**config.mk**
```make
export PLATFORM = sky130hd
export DESIGN_NAME = imm_sequencer_flat
export DESIGN_NICKNAME = d
export VERILOG_FILES = /design/src/rtl/imm_pkg.sv /design/src/rtl/imm_sequencer_if.sv /design/src/rtl/sign_extend.sv /design/src/rtl/imm_sequencer.sv /design/src/flat_wrapper.sv
export SDC_FILE = /design/constraint.sdc
export NUM_CORES = 1
export LEC_CHECK = 0
export BUFFER_PORTS_ARGS = -buffer_cell sky130_fd_sc_hd__buf_4
export CELL_PAD_IN_SITES_DETAIL_PLACEMENT = 1
export CELL_PAD_IN_SITES_GLOBAL_PLACEMENT = 1
export CORE_MARGIN = 2
export CORE_UTILIZATION = 30
export DETAILED_ROUTE_END_ITERATION = 10
export GPL_TIMING_DRIVEN = 0
export PLACE_DENSITY_LB_ADDON = 0.1
export SYNTH_ARGS = -nofsm -noshare
export SYNTH_HDL_FRONTEND = slang
export SYNTH_HIERARCHICAL = 1
export SYNTH_SLANG_ARGS = --single-unit
```
**constraint.sdc**
```tcl
create_clock -name clock -period 5.75 [get_ports clock]
set_clock_uncertainty 0.15 [all_clocks]
set_input_delay 1.15 -clock clock [delete_from_list [all_inputs] [get_ports clock]]
set_output_delay 1.15 -clock clock [all_outputs]
set_load 0.005 [all_outputs]
```
**src/rtl/imm_pkg.sv**
```systemverilog
// Shared types and constants for the immediate-extension sequencer.
package imm_pkg;

    typedef enum logic [1:0] {
        IDLE    = 2'd0,
        WAIT_LO = 2'd1,
        HOLD    = 2'd2
    } seq_state_t;

    localparam logic [1:0] IMM_SEXT = 2'b00;
    localparam logic [1:0] IMM_HI   = 2'b01;
    localparam logic [1:0] IMM_ZEXT = 2'b10;
    localparam logic [1:0] IMM_LI32 = 2'b11;

    // Second beat of a 32-bit constant: stored high half over the zero-extended low half.
    function automatic logic [31:0] merge_hi(input logic [15:0] hi, input logic [31:0] lo);
        return {hi, 16'h0000} | lo;
    endfunction

endpackage

```
**src/rtl/imm_sequencer_if.sv**
```systemverilog
// Request/result handshake between decode, the sequencer and the ALU operand mux.
interface imm_sequencer_if;

    logic        req_valid;
    logic        req_ready;
    logic [1:0]  req_mode;
    logic [15:0] req_imm;
    logic        res_valid;
    logic        res_ready;
    logic [31:0] res_data;

    modport master (
        output req_valid, req_mode, req_imm, res_ready,
        input  req_ready, res_valid, res_data
    );

    modport slave (
        input  req_valid, req_mode, req_imm, res_ready,
        output req_ready, res_valid, res_data
    );

endinterface

```
**src/rtl/sign_extend.sv**
```systemverilog
// Combinational 16->32 immediate extension selected by opcode.
module sign_extend
    import imm_pkg::*;
(
    input  logic [1:0]  opcode,
    input  logic [15:0] extend,
    output logic [31:0] result
);

    always_comb begin
        result = {16'h0000, extend};
        case (opcode)
            IMM_SEXT: result = {{16{extend[15]}}, extend};
            IMM_HI:   result = {extend, 16'h0000};
            default:  ;
        endcase
    end

endmodule

```
**src/rtl/imm_sequencer.sv**
```systemverilog
// Immediate-extension sequencer: single-beat extends and two-beat 32-bit constant loads.
//   state   | meaning
//   IDLE    | no result held, ready for a request
//   WAIT_LO | high half of a 32-bit constant stored, waiting for the low beat
//   HOLD    | result valid on res_data until taken
module imm_sequencer
#(
    parameter int LO_TIMEOUT = 15
)
(
    input  logic              clock,
    input  logic              reset,
    input  logic              flush,
    imm_sequencer_if.slave    bus,
    output logic              busy,
    output logic              seq_err
);

    import imm_pkg::*;

    localparam int             CW       = $clog2(LO_TIMEOUT + 1);
    localparam logic [CW-1:0]  CNT_LAST = CW'(LO_TIMEOUT - 1);

    seq_state_t   state, state_n;
    logic [15:0]  hi_reg, hi_n;
    logic [CW-1:0] cnt, cnt_n;
    logic [31:0]  data_q, data_n;
    logic         valid_q, valid_n;
    logic         err_q, err_n;
    logic [1:0]   ext_op;
    logic [31:0]  ext_res;
    logic         acc, take;

    always_comb begin
        bus.req_ready = 1'b0;
        if (!flush) begin
            case (state)
                IDLE, WAIT_LO: bus.req_ready = 1'b1;
                HOLD:          bus.req_ready = bus.res_ready;
                default:       bus.req_ready = 1'b0;
            endcase
        end
    end

    assign acc           = bus.req_valid & bus.req_ready;
    assign take          = valid_q & bus.res_ready;
    assign ext_op        = (state == WAIT_LO) ? IMM_ZEXT : bus.req_mode;
    assign bus.res_valid = valid_q;
    assign bus.res_data  = data_q;
    assign busy          = (state != IDLE);
    assign seq_err       = err_q;

    sign_extend u_sext (
        .opcode (ext_op),
        .extend (bus.req_imm),
        .result (ext_res)
    );

    always_comb begin
        state_n = state;
        hi_n    = hi_reg;
        cnt_n   = cnt;
        data_n  = data_q;
        valid_n = valid_q;
        err_n   = 1'b0;

        if (flush) begin
            state_n = IDLE;
            valid_n = 1'b0;
            cnt_n   = '0;
            hi_n    = '0;
        end else begin
            case (state)
                IDLE, HOLD: begin
                    if (take) begin
                        valid_n = 1'b0;
                        state_n = IDLE;
                    end
                    if (acc) begin
                        if (bus.req_mode == IMM_LI32) begin
                            hi_n    = bus.req_imm;
                            cnt_n   = '0;
                            valid_n = 1'b0;
                            state_n = WAIT_LO;
                        end else begin
                            data_n  = ext_res;
                            valid_n = 1'b1;
                            state_n = HOLD;
                        end
                    end
                end
                WAIT_LO: begin
                    // A low beat on the timeout cycle wins over the error.
                    if (acc) begin
                        data_n  = merge_hi(hi_reg, ext_res);
                        valid_n = 1'b1;
                        cnt_n   = '0;
                        state_n = HOLD;
                    end else if (cnt == CNT_LAST) begin
                        err_n   = 1'b1;
                        hi_n    = '0;
                        cnt_n   = '0;
                        state_n = IDLE;
                    end else begin
                        cnt_n   = cnt + CW'(1);
                    end
                end
                default: begin
                    state_n = IDLE;
                    valid_n = 1'b0;
                end
            endcase
        end
    end

    always_ff @(posedge clock or negedge reset) begin
        if (!reset) begin
            state   <= IDLE;
            hi_reg  <= '0;
            cnt     <= '0;
            data_q  <= '0;
            valid_q <= 1'b0;
            err_q   <= 1'b0;
        end else begin
            state   <= state_n;
            hi_reg  <= hi_n;
            cnt     <= cnt_n;
            data_q  <= data_n;
            valid_q <= valid_n;
            err_q   <= err_n;
        end
    end

endmodule

```
**src/flat_wrapper.sv**
```systemverilog
// flat-port wrapper written by rule: the top's interface ports become plain ports
module imm_sequencer_flat import imm_pkg::*;
#(
    parameter int LO_TIMEOUT = 15
)
  (clock, reset, flush, busy, seq_err, bus_req_valid, bus_req_mode, bus_req_imm, bus_res_ready, bus_req_ready, bus_res_valid, bus_res_data);
  imm_sequencer_if bus_i ();
  input  logic clock;
  input  logic reset;
  input  logic flush;
  output logic busy;
  output logic seq_err;
  input wire logic [$bits(bus_i.req_valid)-1:0] bus_req_valid;
  input wire logic [$bits(bus_i.req_mode)-1:0] bus_req_mode;
  input wire logic [$bits(bus_i.req_imm)-1:0] bus_req_imm;
  input wire logic [$bits(bus_i.res_ready)-1:0] bus_res_ready;
  output wire logic [$bits(bus_i.req_ready)-1:0] bus_req_ready;
  output wire logic [$bits(bus_i.res_valid)-1:0] bus_res_valid;
  output wire logic [$bits(bus_i.res_data)-1:0] bus_res_data;
  assign bus_i.req_valid = bus_req_valid;
  assign bus_i.req_mode = bus_req_mode;
  assign bus_i.req_imm = bus_req_imm;
  assign bus_i.res_ready = bus_res_ready;
  assign bus_req_ready = bus_i.req_ready;
  assign bus_res_valid = bus_i.res_valid;
  assign bus_res_data = bus_i.res_data;
  imm_sequencer #(.LO_TIMEOUT(LO_TIMEOUT)) u_core (.clock(clock), .reset(reset), .flush(flush), .bus(bus_i), .busy(busy), .seq_err(seq_err));
endmodule
```
Word-level counts from Yosys, hierarchy flattened
Index checks and enable logic that the tools add are counted.

storage, ports and cells
  output and inout bits = 36
  flip-flop bits (word level) = 56
  logic and storage cells = 75

operators by class
  bitwise operators = 4
  add/subtract/negate cells = 1
  mux-type cells = 37
  reductions and logical operators = 12
  equality and inequality tests = 15

operators with widths
  operator                                                                 count
  32-bit one-hot mux with 2 select lines                                   2
  32-bit two-way mux                                                       3
  16-bit two-way mux                                                       5
  32-bit bitwise OR                                                        1
  16-bit one-hot mux with 2 select lines                                   1
  4-bit two-way mux                                                        5
  2-bit two-way mux                                                        7
  1-bit two-way mux                                                        10
  5-bit AND reduction                                                      2
  3-bit by 2-bit inequality test with 1-bit output, second input constant  3
  4-bit one-hot mux with 2 select lines                                    1
  3-bit inequality test, second input constant                             2
  4-bit by 1-bit adder with 4-bit output, second input constant            1
  2-bit by 1-bit equality test with 1-bit output, second input constant    2
  2-bit equality test, second input constant                               2
  4-bit equality test, second input constant                               1
  2-bit zero test                                                          2
  2-bit by 1-bit inequality test with 1-bit output, second input constant  2
  4-bit by 2-bit inequality test with 1-bit output, second input constant  1
  4-bit by 3-bit inequality test with 1-bit output, second input constant  1
  1-bit one-hot mux with 2 select lines                                    2
  2-bit one-hot mux with 2 select lines                                    1
  2-bit AND reduction                                                      2
  2-bit nonzero test                                                       2
  other kinds (6)                                                          8

Logic depth before layout (Yosys ltp)
Gate-level depths: netlist of run 1.

  depth in word-level cells = 8
  gate-level depth with buffers = 11

Hierarchy
Netlist of run 1, hierarchy kept.

by module, submodules not included
  module         cells each  area each (µm²)  sequential area each (µm²)  instances
  imm_sequencer  225         2568.7           1401.3                      1
  sign_extend    55          367.9            0.0                         1

Worst setup path before layout of run 1
Ideal clock, no wire load.

  path kind = input port to output port
  start point = in bus_res_ready
  end point = out bus_req_ready
  path buffers = 0
  stages = 2
  data required time = 4.450 ns
  setup slack = 2.941 ns
  data arrival time = 1.509 ns
  cell sequence = nand2b_1 a21oi_1

on the way
  word-level cells in the longest chain between the ends = 2

ends and longest elaborated chain
  what                                   line                 text
  start: declaration                     flat_wrapper.sv:16   input wire logic [$bits(bus_i.res_ready)-1:0] bus_res_ready;
  1-bit one-hot mux with 2 select lines  imm_sequencer.sv:37  case (state)
  1-bit two-way mux                      imm_sequencer.sv:36  if (!flush) begin
  end: declaration                       flat_wrapper.sv:17   output wire logic [$bits(bus_i.req_ready)-1:0] bus_req_ready;

Every way passes these cells.

Worst setup path in the final report of run 1
Same ends and word-level chain as after synthesis.

==> impl_metrics.ini, run 1 <==
[outcome]
status = finished clean

[grt]
grt-ovfl-total = 0
grt_util_all_layers_pct = 15.61
grt_pass1_vias = 2332
grt_max_degree = 57
grt_antenna_before_repair = 0
grt_pass1_wl_um = 12430

[place]
globalplace.congestion = 0.7379
portBuffers = 57
place_inst = 470
dp_hpwl_um = 5366

[power_and_ir_drop]
powerDensity_nw_per_um2 = 252.8
power_switching_uw = 258.6
seqPwrFrac_pct = 52.0
internal-power_uw = 651.5
combinationalPowerShare_pct = 25.5
p_leak_nw = 1.719
ir_worst_vdd_v = 0.0001382
switching_share_pct = 28.41
clock_power_share_pct = 22.5

[cts]
ctsHtreeMaxLevel = 2
cts_made_buffers = 5
post_cts_buffers = 0
postCtsHoldBufs = 0
cts.sinks = 56
ctsResizeCount = 0
cts_tree = yes
clk_latency_ns = 0.30
path_clk_slew_ns = 0.10
cts_root_buf = clkbuf_8
cts_max_path_buffers = 2

[synthesis]
postSynthAreaPerCell_um2 = 10.49
yosysSeqAreaShare_pct = 47.72
syn_nets = 305
ys_ff_latch = 56
yosys.area.top_type = dfrtp_1
synth_area_leaders = dfrtp_1, mux2i_1, mux2_1
synth_top_area_share_pct = 47.72
netlist_area_um2 = 2937
ys.warnings.count = 6
syn_inst = 280
synthDistinctLibCells = 37

[floorplanning]
die-height_um = 102.9
die_area_um2 = 10600
core-area_um2 = 9639
rows = 36
start_util_pct = 30.46
die_w_um = 102.9
num_io_pins = 59

[drt]
top_layer = met4
wire_per_inst_um = 16.49
vias_per_cell = 4.636
ant_nets = 0
drc = 0
drt_iter0_markers = 55
wirelength_um = 7833
route.layer.met1.wl_um = 3716
wl_met2_um = 3857
firstDrtPassIters = 4
vias = 2202
dr_wl_met3_um = 235

[layout]
area_growth_pct = 22.58
nNetsFinal = 369
layout-drive-gt1-share_pct = 27.78
layout_common_cells = buf_4, dfrtp_1, mux2i_1, nand2_1, a21oi_1
final_common_cell = buf_4
fin_cells = 475
antenna_cells = 0
largest_register_ffs = 32

[worst_setup_path]
rr_worst_depth = 11
r2r-end = u_core/bus.res_data[27]
cp_max_fo = 4
r2r_slack_ns = 2.65
startpoint_type = input port
timing.rr.start = u_core/state[1]
path_class = in -> out
end_kind = output port
crit_arrival_ns = 1.83
critPathRequiredTime_ns = 4.45

[timing]
finalHoldViolCount = 0
setup_viol = 0
period_needed_ns = 3.128
maxSlewHeadroom_pct = 44.65
worst_pin_slew_ns = 0.8188
finalSetupTns_ns = 0
fin_crit_sh_pct = 54.40
rsz0062_at_grt = no
slew_violations = 0
max_freq_ghz = 0.3197
whs_ns = 0.3410

[hold_path]
min_delay_path_depth = 1
min_to = u_core/bus.res_data[7]
worstHoldStart = u_core/bus.res_data[7]
hold_path_class = reg -> reg

[run]
drv_cap = 0
## routing by layer
metal / global-route usage (%) / vias to the layer above
li1: - / 1070
met1: 20.58 / 1093
met2: 27.42 / 37
met3: 2.644 / 2
met4: 2.429 / 0
met5: 0 / -
## critical path, stage by stage
cell,delay [ns]
buf_4,0.09
nand2b_1,0.14
a21oi_1,0.29
buf_4,0.16
## cell usage after synthesis (all sizes together)
library cell,instances
dfrtp,56
mux2i,33
a21oi,32
nand2,32
inv,21
nand3,21
and2,18
mux2,16
buf,12
nand2b,8
clkbuf,7
a2111oi,2
a31o,2
a32oi,2
and3,2
ha,2
nor2b,2
o21ai,2
o221ai,2
a41o,1
and3b,1
clkinv,1
nor2,1
nor3b,1
nor4b,1
o22ai,1
or2,1
## worst max path at each step
stage | start | to | slack, ns | cells after the start
after floorplan | bus_res_ready | bus_req_ready | 2.94 | 2
after global placement | bus_req_mode[1] | u_core/bus.res_data[15] | 2.55 | 5
after detailed placement | bus_req_mode[1] | u_core/bus.res_data[1] | 2.53 | 5
after CTS | bus_res_ready | bus_req_ready | 2.63 | 4
after global routing | u_core/state[1] | u_core/bus.res_data[27] | 2.44 | 11
final | bus_res_ready | bus_req_ready | 2.62 | 4
## per-stage QoR
step / util (%) / setup slack (ns) / total power [mW] / cell area [um^2]
after floorplan: - / 2.941 / 0.5876 / 2937
after global placement: 36.63 / 2.545 / 0.7163 / 3531
after detailed placement: 36.63 / 2.531 / 0.7196 / 3531
after CTS: 37.34 / 2.630 / 0.9334 / 3600
after global routing: 37.34 / 2.436 / 0.9709 / 3600
final: 37.34 / 2.622 / 0.9100 / 3600
## layout make-up
| class | count | area (um^2) |
|---|---|---|
| sequential | 56 | 1401 |
| multi-input combinational | 183 | 1329 |
| timing repair buffer | 57 | 427.9 |
| inverter | 22 | 82.58 |
| tap | 133 | 166.4 |
| clock buffer | 5 | 68.82 |
| buffer | 19 | 123.9 |
| fill | 1144 | 6040 |
## logic make-up after synthesis
logic type / Yosys count / share of synthesized area, %
fa+ha+maj: 2 / 0.8520
buf+inv: 41 / 7.030
flops: 56 / 47.72
mux: 49 / 17.38
compound gates: 44 / 11.16
simple gates: 88 / 15.85
## power groups by stage
| stage | sequential (mW) | clock (mW) | combinational (mW) |
|---|---|---|---|
| detailed placement | 0.483 | 0 | 0.237 |
| finish | 0.473 | 0.205 | 0.232 |
| global placement | 0.482 | 0 | 0.235 |
| global route | 0.482 | 0.229 | 0.260 |
| CTS | 0.475 | 0.221 | 0.238 |
| floorplan | 0.483 | 0 | 0.104 |
Note: power is estimated with default switching activity, not from simulation.
==> inputs of run 2 (changes only) <==
--- a/config.mk
+++ b/config.mk
@@ -5,6 +5,7 @@
 export SDC_FILE = /design/constraint.sdc
 export NUM_CORES = 1
 export LEC_CHECK = 0
+export ABC_AREA = 1
 export BUFFER_PORTS_ARGS = -buffer_cell sky130_fd_sc_hd__buf_4
 export CELL_PAD_IN_SITES_DETAIL_PLACEMENT = 1
 export CELL_PAD_IN_SITES_GLOBAL_PLACEMENT = 1
==> constraint.sdc (replaced) <==
create_clock -name clock -period 2.7 [get_ports clock]
set_clock_uncertainty 0.15 [all_clocks]
set_input_delay 0.54 -clock clock [delete_from_list [all_inputs] [get_ports clock]]
set_output_delay 0.54 -clock clock [all_outputs]
set_load 0.005 [all_outputs]
==> run 2 against run 1 <==
Clock-buffer cell count is the same. Critical path depth rose by 7. Area after synthesis increased by 5.4%. Cell count up 28%. Synthesized cell count rose by 45%. Die area rose by 5.2%. Sequential power rose by 120%. Largest power group unchanged. Highest routed layer unchanged.
==> impl_metrics.ini, run 2 <==
[outcome]
status = finished clean

[timing]
fin_crit_sh_pct = 80.91
finalHoldViolCount = 0
max_freq_ghz = 0.4578
maxSlewHeadroom_pct = 48.61
finalSetupTns_ns = 0
period_needed_ns = 2.184
slew_violations = 0
worst_pin_slew_ns = 0.7708
rsz0062_at_grt = no
setup_viol = 0

[place]
dp_hpwl_um = 6749
globalplace.congestion = 0.7714
portBuffers = 58
postPlaceCellArea_um2 = 3701

[grt]
grt_pass1_vias = 2848
grt_antenna_before_repair = 0
grt_util_all_layers_pct = 17.09
grt-ovfl-total = 0
grt_max_degree = 57
grt_pass1_wl_um = 15010

[power_and_ir_drop]
switching_share_pct = 31.85
combinationalPowerShare_pct = 26.7
clock_power_share_pct = 22.4
seqPwrFrac_pct = 51.0
p_leak_nw = 2.298
internal-power_mw = 1.399
powerDensity_nw_per_um2 = 542.7
ir_worst_vdd_v = 0.0002399
power_switching_uw = 653.8

[cts]
postCtsHoldBufs = 0
cts.sinks = 56
cts_max_path_buffers = 2
cts_root_buf = clkbuf_8
clk_latency_ns = 0.31
path_clk_slew_ns = 0.11
ctsHtreeMaxLevel = 2
post_cts_buffers = 0
cts_made_buffers = 5
cts_tree = yes
ctsResizeCount = 0

[synthesis]
ys.warnings.count = 6
synth_top_flop_cell = dfrtp_1
ys_ff_latch = 56
yosysSeqAreaShare_pct = 45.27
synthDistinctLibCells = 26
synth_most_common_cell = nand2_1
syn_nets = 432
postSynthAreaPerCell_um2 = 7.606
synth_top_area_share_pct = 45.27
netlist_area_um2 = 3095
yosys.area.top_type = dfrtp_1
synth_area_leaders = dfrtp_1, nand2_1, nand3_1
synthArstFlopShare_pct = 100.0
synth_edf_count = 0
synth_commonest_cells = nand2_1, nand3_1, dfrtp_1, inv_1, nor2_1
syn_inst = 407

[layout]
layout-drive-gt1-share_pct = 23.94
area_growth_pct = 22.19
layout_common_cells = nand2_1, nand3_1, buf_4, dfrtp_1, inv_1
antenna_cells = 0
nNetsFinal = 497
fin_area_um2 = 3782
fillers = 1285
largest_register_ffs = 32
postLayoutCoreUtil_pct = 37.14
final_common_cell = nand2_1

[drt]
ant_nets = 0
drc = 0
firstDrtPassIters = 4
wirelength_um = 8951
vias = 2784
vias_per_cell = 4.579
drt_iter0_markers = 119
wire_per_inst_um = 14.72

[run]
drv_cap = 0

[worst_setup_path]
critPathRequiredTime_ns = 2.80
end_kind = register
startpoint_type = register
r2r_slack_ns = 0.52
cp_max_fo = 10
crit_arrival_ns = 2.29
path_class = reg -> reg

[floorplanning]
start_util_pct = 30.39
die_w_um = 105.6
rows = 37
core-area_um2 = 10180
num_io_pins = 59
die-height_um = 105.6
die_area_um2 = 11150

[hold_path]
hold_path_class = in -> async
run 2: cell types whose count changed after synthesis, moves of 6 or more:
cell      previous run  this run
a21oi_2              9         0
mux2i_1             33         0
and2_1              18         0
nor2_1               1        36
nand2_2              1        15
nand3_1             21        76
nand2b_1             6         0
a21o_1               0        16
mux2_1              12         0
a21oi_1             22         1
buf_2                3         9
inv_1               21        40
nand2_1             31       124
run 2: path summary, 6_finish.rpt:
path | depth (start not counted) | from | endpoint
min in group clock | 2 | u_core/bus.res_data[27] | u_core/bus.res_data[27]
min reg2reg | 2 | u_core/bus.res_data[27] | u_core/bus.res_data[27]
min | 1 | reset | u_core/cnt[0]
max reg2reg | 11 | u_core/state[0] | u_core/bus.res_data[25]
max in group asynchronous | 1 | reset | u_core/hi_reg[10]
max | 11 | u_core/state[0] | u_core/bus.res_data[25]
run 2: metal layers:
metal	up-vias	share of wire (%)	global-route usage [%]
met5	-	0	0
met4	0	0.87	3.383
met3	7	2.7	2.226
met2	48	48	28.89
met1	1330	49	23.51
li1	1399	-	-
run 2: metrics by stage:
stage | instances | hold slack (ns) | total power, mW | worst slack (ns)
6_report | 608 | 0.1348 | 2.053 | 0.5156
5_1_grt | 608 | 0.1998 | 2.198 | 0.3092
4_1_cts | 608 | 0.1795 | 2.098 | 0.4848
3_5_place_dp | 601 | 0.3122 | 1.625 | 0.5215
3_3_place_gp | 601 | 0.3047 | 1.612 | 0.5315
2_1_floorplan | 407 | 0.09441 | 1.334 | 0.7963
run 2: kinds of logic after synthesis:
group | synth area share [%]
adders and majority gates | 0.8083
xor gates and xnor gates | 0.2830
and+or+nand+nor | 38.97
buffers and inverters | 10.47
DFF | 45.27
AOI/OAI and AO/OA | 4.204
run 2: critical path, stage by stage (launching register included):
cell and delay (ns):
dfrtp_1 0.47, inv_2 0.16, nor2_4 0.06, buf_2 0.20
or2_2 0.35, nor2_2 0.13, nand2_2 0.11, buf_6 0.16
nand2_1 0.06, a21o_1 0.09, nand3_1 0.07, nand2_1 0.10
run 2: cell type report:
cell class	instances	area [um^2]	share of cell area [%]
plain buffers	21	155.1	4.102
repair buffers	58	435.4	11.51
clock inverters	2	12.51	0.3308
inverters	45	168.9	4.466
well taps	136	170.2	4.499
flip-flops and latches	56	1401	37.05
multi-input cells	285	1370	36.22
clock buffers	5	68.82	1.819
run 2: power groups by stage:
stage / sequential (mW) / clock, mW / combinational [mW]
final: 1.05 / 0.459 / 0.547
after global routing: 1.07 / 0.509 / 0.622
after CTS: 1.05 / 0.487 / 0.562
after detailed placement: 1.06 / 0 / 0.561
after global placement: 1.06 / 0 / 0.551
after floorplan: 1.06 / 0 / 0.277
==> inputs of run 3 (changes only) <==
==> constraint.sdc (replaced) <==
create_clock -name clock -period 1.92 [get_ports clock]
set_clock_uncertainty 0.15 [all_clocks]
set_input_delay 0.384 -clock clock [delete_from_list [all_inputs] [get_ports clock]]
set_output_delay 0.384 -clock clock [all_outputs]
set_load 0.005 [all_outputs]
==> run 3 against run 2 <==
The flow now finishes with violations (negative hold slack). Power increased by 43%. Sequential cell count stayed put. Non-clock buffer count up 13. Critical path depth stayed put. Fmax is 20% higher. Design area increased by 3.9%. Combinational power increased by 50%. Sequential power grew 40%. Die area did not move. Clock power is 42% higher. Via count increased by 3.2%. Setup slack got worse by 0.42 ns. Critical endpoint is now u_core/bus.res_data[21].
==> impl_metrics.ini, run 3 (same netlist as run 2, synthesis figures left out) <==
[timing]
worst_pin_slew_ns = 0.7741
slew_violations = 0
period_needed_ns = 1.827
max_freq_ghz = 0.5473
rsz0062_at_grt = yes
finalHoldViolCount = 26
setup_viol = 0
fin_crit_sh_pct = 95.17
whs_ns = -0.02123
setup_ws_ns = 0.09270
maxSlewHeadroom_pct = 48.39

[grt]
grt_max_degree = 57
grt_pass1_vias = 2923
grt_pass1_wl_um = 15380
grt_antenna_before_repair = 0
grt-ovfl-total = 0
grt_util_all_layers_pct = 17.49

[layout]
fillers = 1285
final_common_cell = nand2_1
area_growth_pct = 27.00
antenna_cells = 0
layout-drive-gt1-share_pct = 27.84
largest_register_ffs = 32
nNetsFinal = 510
layout_common_cells = nand2_1, buf_4, nand3_1, dfrtp_1, inv_1
fin_area_um2 = 3931

[drt]
ant_nets = 0
route.layer.met1.wl_um = 4490
vias_per_cell = 4.628
drt_iter0_markers = 93
top_layer = met4
drc = 0
vias = 2874
wirelength_um = 9326
firstDrtPassIters = 4
dr_wl_met3_um = 277
wire_per_inst_um = 15.02
wl_met2_um = 4479

[outcome]
status = complete, but fails checks
violations = negative hold slack

[floorplanning]
num_io_pins = 59
start_util_pct = 30.39
die-height_um = 105.6
rows = 37
die_w_um = 105.6
core-area_um2 = 10180
die_area_um2 = 11150

[worst_setup_path]
r2r_slack_ns = 0.09
rr_worst_depth = 11
end_kind = register
r2r-end = u_core/bus.res_data[21]
path_class = reg -> reg
startpoint_type = register
critPathRequiredTime_ns = 2.03
crit_arrival_ns = 1.93
cp_max_fo = 10
timing.rr.start = u_core/state[0]

[power_and_ir_drop]
switching_share_pct = 32.03
ir_worst_vdd_v = 0.0003392
p_leak_nw = 2.374
internal-power_mw = 1.998
powerDensity_nw_per_um2 = 747.6
clock_power_share_pct = 22.1
seqPwrFrac_pct = 49.9
power_switching_uw = 941.3
combinationalPowerShare_pct = 27.9

[cts]
path_clk_slew_ns = 0.11
cts_root_buf = clkbuf_8
cts.sinks = 56
ctsHtreeMaxLevel = 2
clk_latency_ns = 0.31
cts_made_buffers = 5
cts_max_path_buffers = 2
cts_tree = yes

[place]
portBuffers = 58
post-place-ws_ns = -0.2585
postPlaceCellArea_um2 = 3701
globalplace.congestion = 0.7714
dp_hpwl_um = 6749

[hold_path]
hold_path_class = in -> async

[run]
drv_cap = 0
==> run 3: per-stage QoR <==
stage          utilization (%)  total power, mW  hold WS, ns  setup TNS, ns  std cells
2_1_floorplan                -            1.876     -0.06159              0        407
6_report                 38.60            2.939     -0.02123              0        621
3_5_place_dp             36.34            2.286       0.3122         -4.820        601
5_1_grt                  38.60            3.137      0.04359       -0.05360        621
3_3_place_gp             36.34            2.267       0.3047         -4.488        601
4_1_cts                  38.01            2.977      0.02346              0        617
==> run 3: layout make-up <==
class,count,area (um^2),share of cell area (%)
Clock inverter,2,12.51,0.3183
Inverter,45,176.4,4.488
Tap cell,136,170.2,4.328
Timing Repair Buffer,72,540.5,13.75
Buffer,20,158.9,4.042
Sequential cell,56,1404,35.71
Clock buffer,5,68.82,1.750
Multi-Input combinational cell,285,1400,35.61
==> run 3: timing repair <==
action / 4_1_cts / 5_1_grt
buffers inserted: 9 / 5
pin swaps: 2 / 9
endpoints found under the hold margin: 0 / 0
endpoints found under the setup margin: 42 / 37
hold buffers: 0 / 0
resized for setup: 8 / 9
==> run 3: how the worst max path moves through the flow <==
stage	start	end	slack, ns
detailed placement	u_core/state[0]	u_core/bus.res_data[17]	-0.26
global placement	u_core/state[0]	u_core/bus.res_data[23]	-0.25
finish	u_core/state[0]	u_core/bus.res_data[21]	0.09
floorplan	u_core/state[0]	u_core/bus.res_data[23]	0.02
CTS	u_core/state[1]	u_core/bus.res_data[26]	0.03
global route	u_core/state[0]	u_core/bus.res_data[18]	-0.01
==> run 3: per-layer routing <==
metal | GRT usage (%) | vias to the layer above
li1 | - | 1425
met1 | 23.90 | 1394
met2 | 29.86 | 48
met3 | 2.226 | 7
met4 | 3.383 | 0
met5 | 0 | -
==> run 3: power by group through the flow <==
stage | Sequential (mW) | Clock (mW) | Combinational [mW]
2_1_floorplan | 1.49 | 0 | 0.389
3_3_place_gp | 1.49 | 0 | 0.775
3_5_place_dp | 1.50 | 0 | 0.790
4_1_cts | 1.47 | 0.684 | 0.821
5_1_grt | 1.50 | 0.716 | 0.925
6_report | 1.47 | 0.651 | 0.821
==> run 3: worst max-delay path, cell delays in order (launching register included) <==
cell and delay, ns:
dfrtp_2 0.44, inv_4 0.07, nor2_4 0.04, buf_6 0.14
or2_4 0.29, inv_4 0.10, buf_6 0.14, nand3_1 0.08
nand2_1 0.08, a21o_1 0.08, nand3_1 0.07, nand2_1 0.08
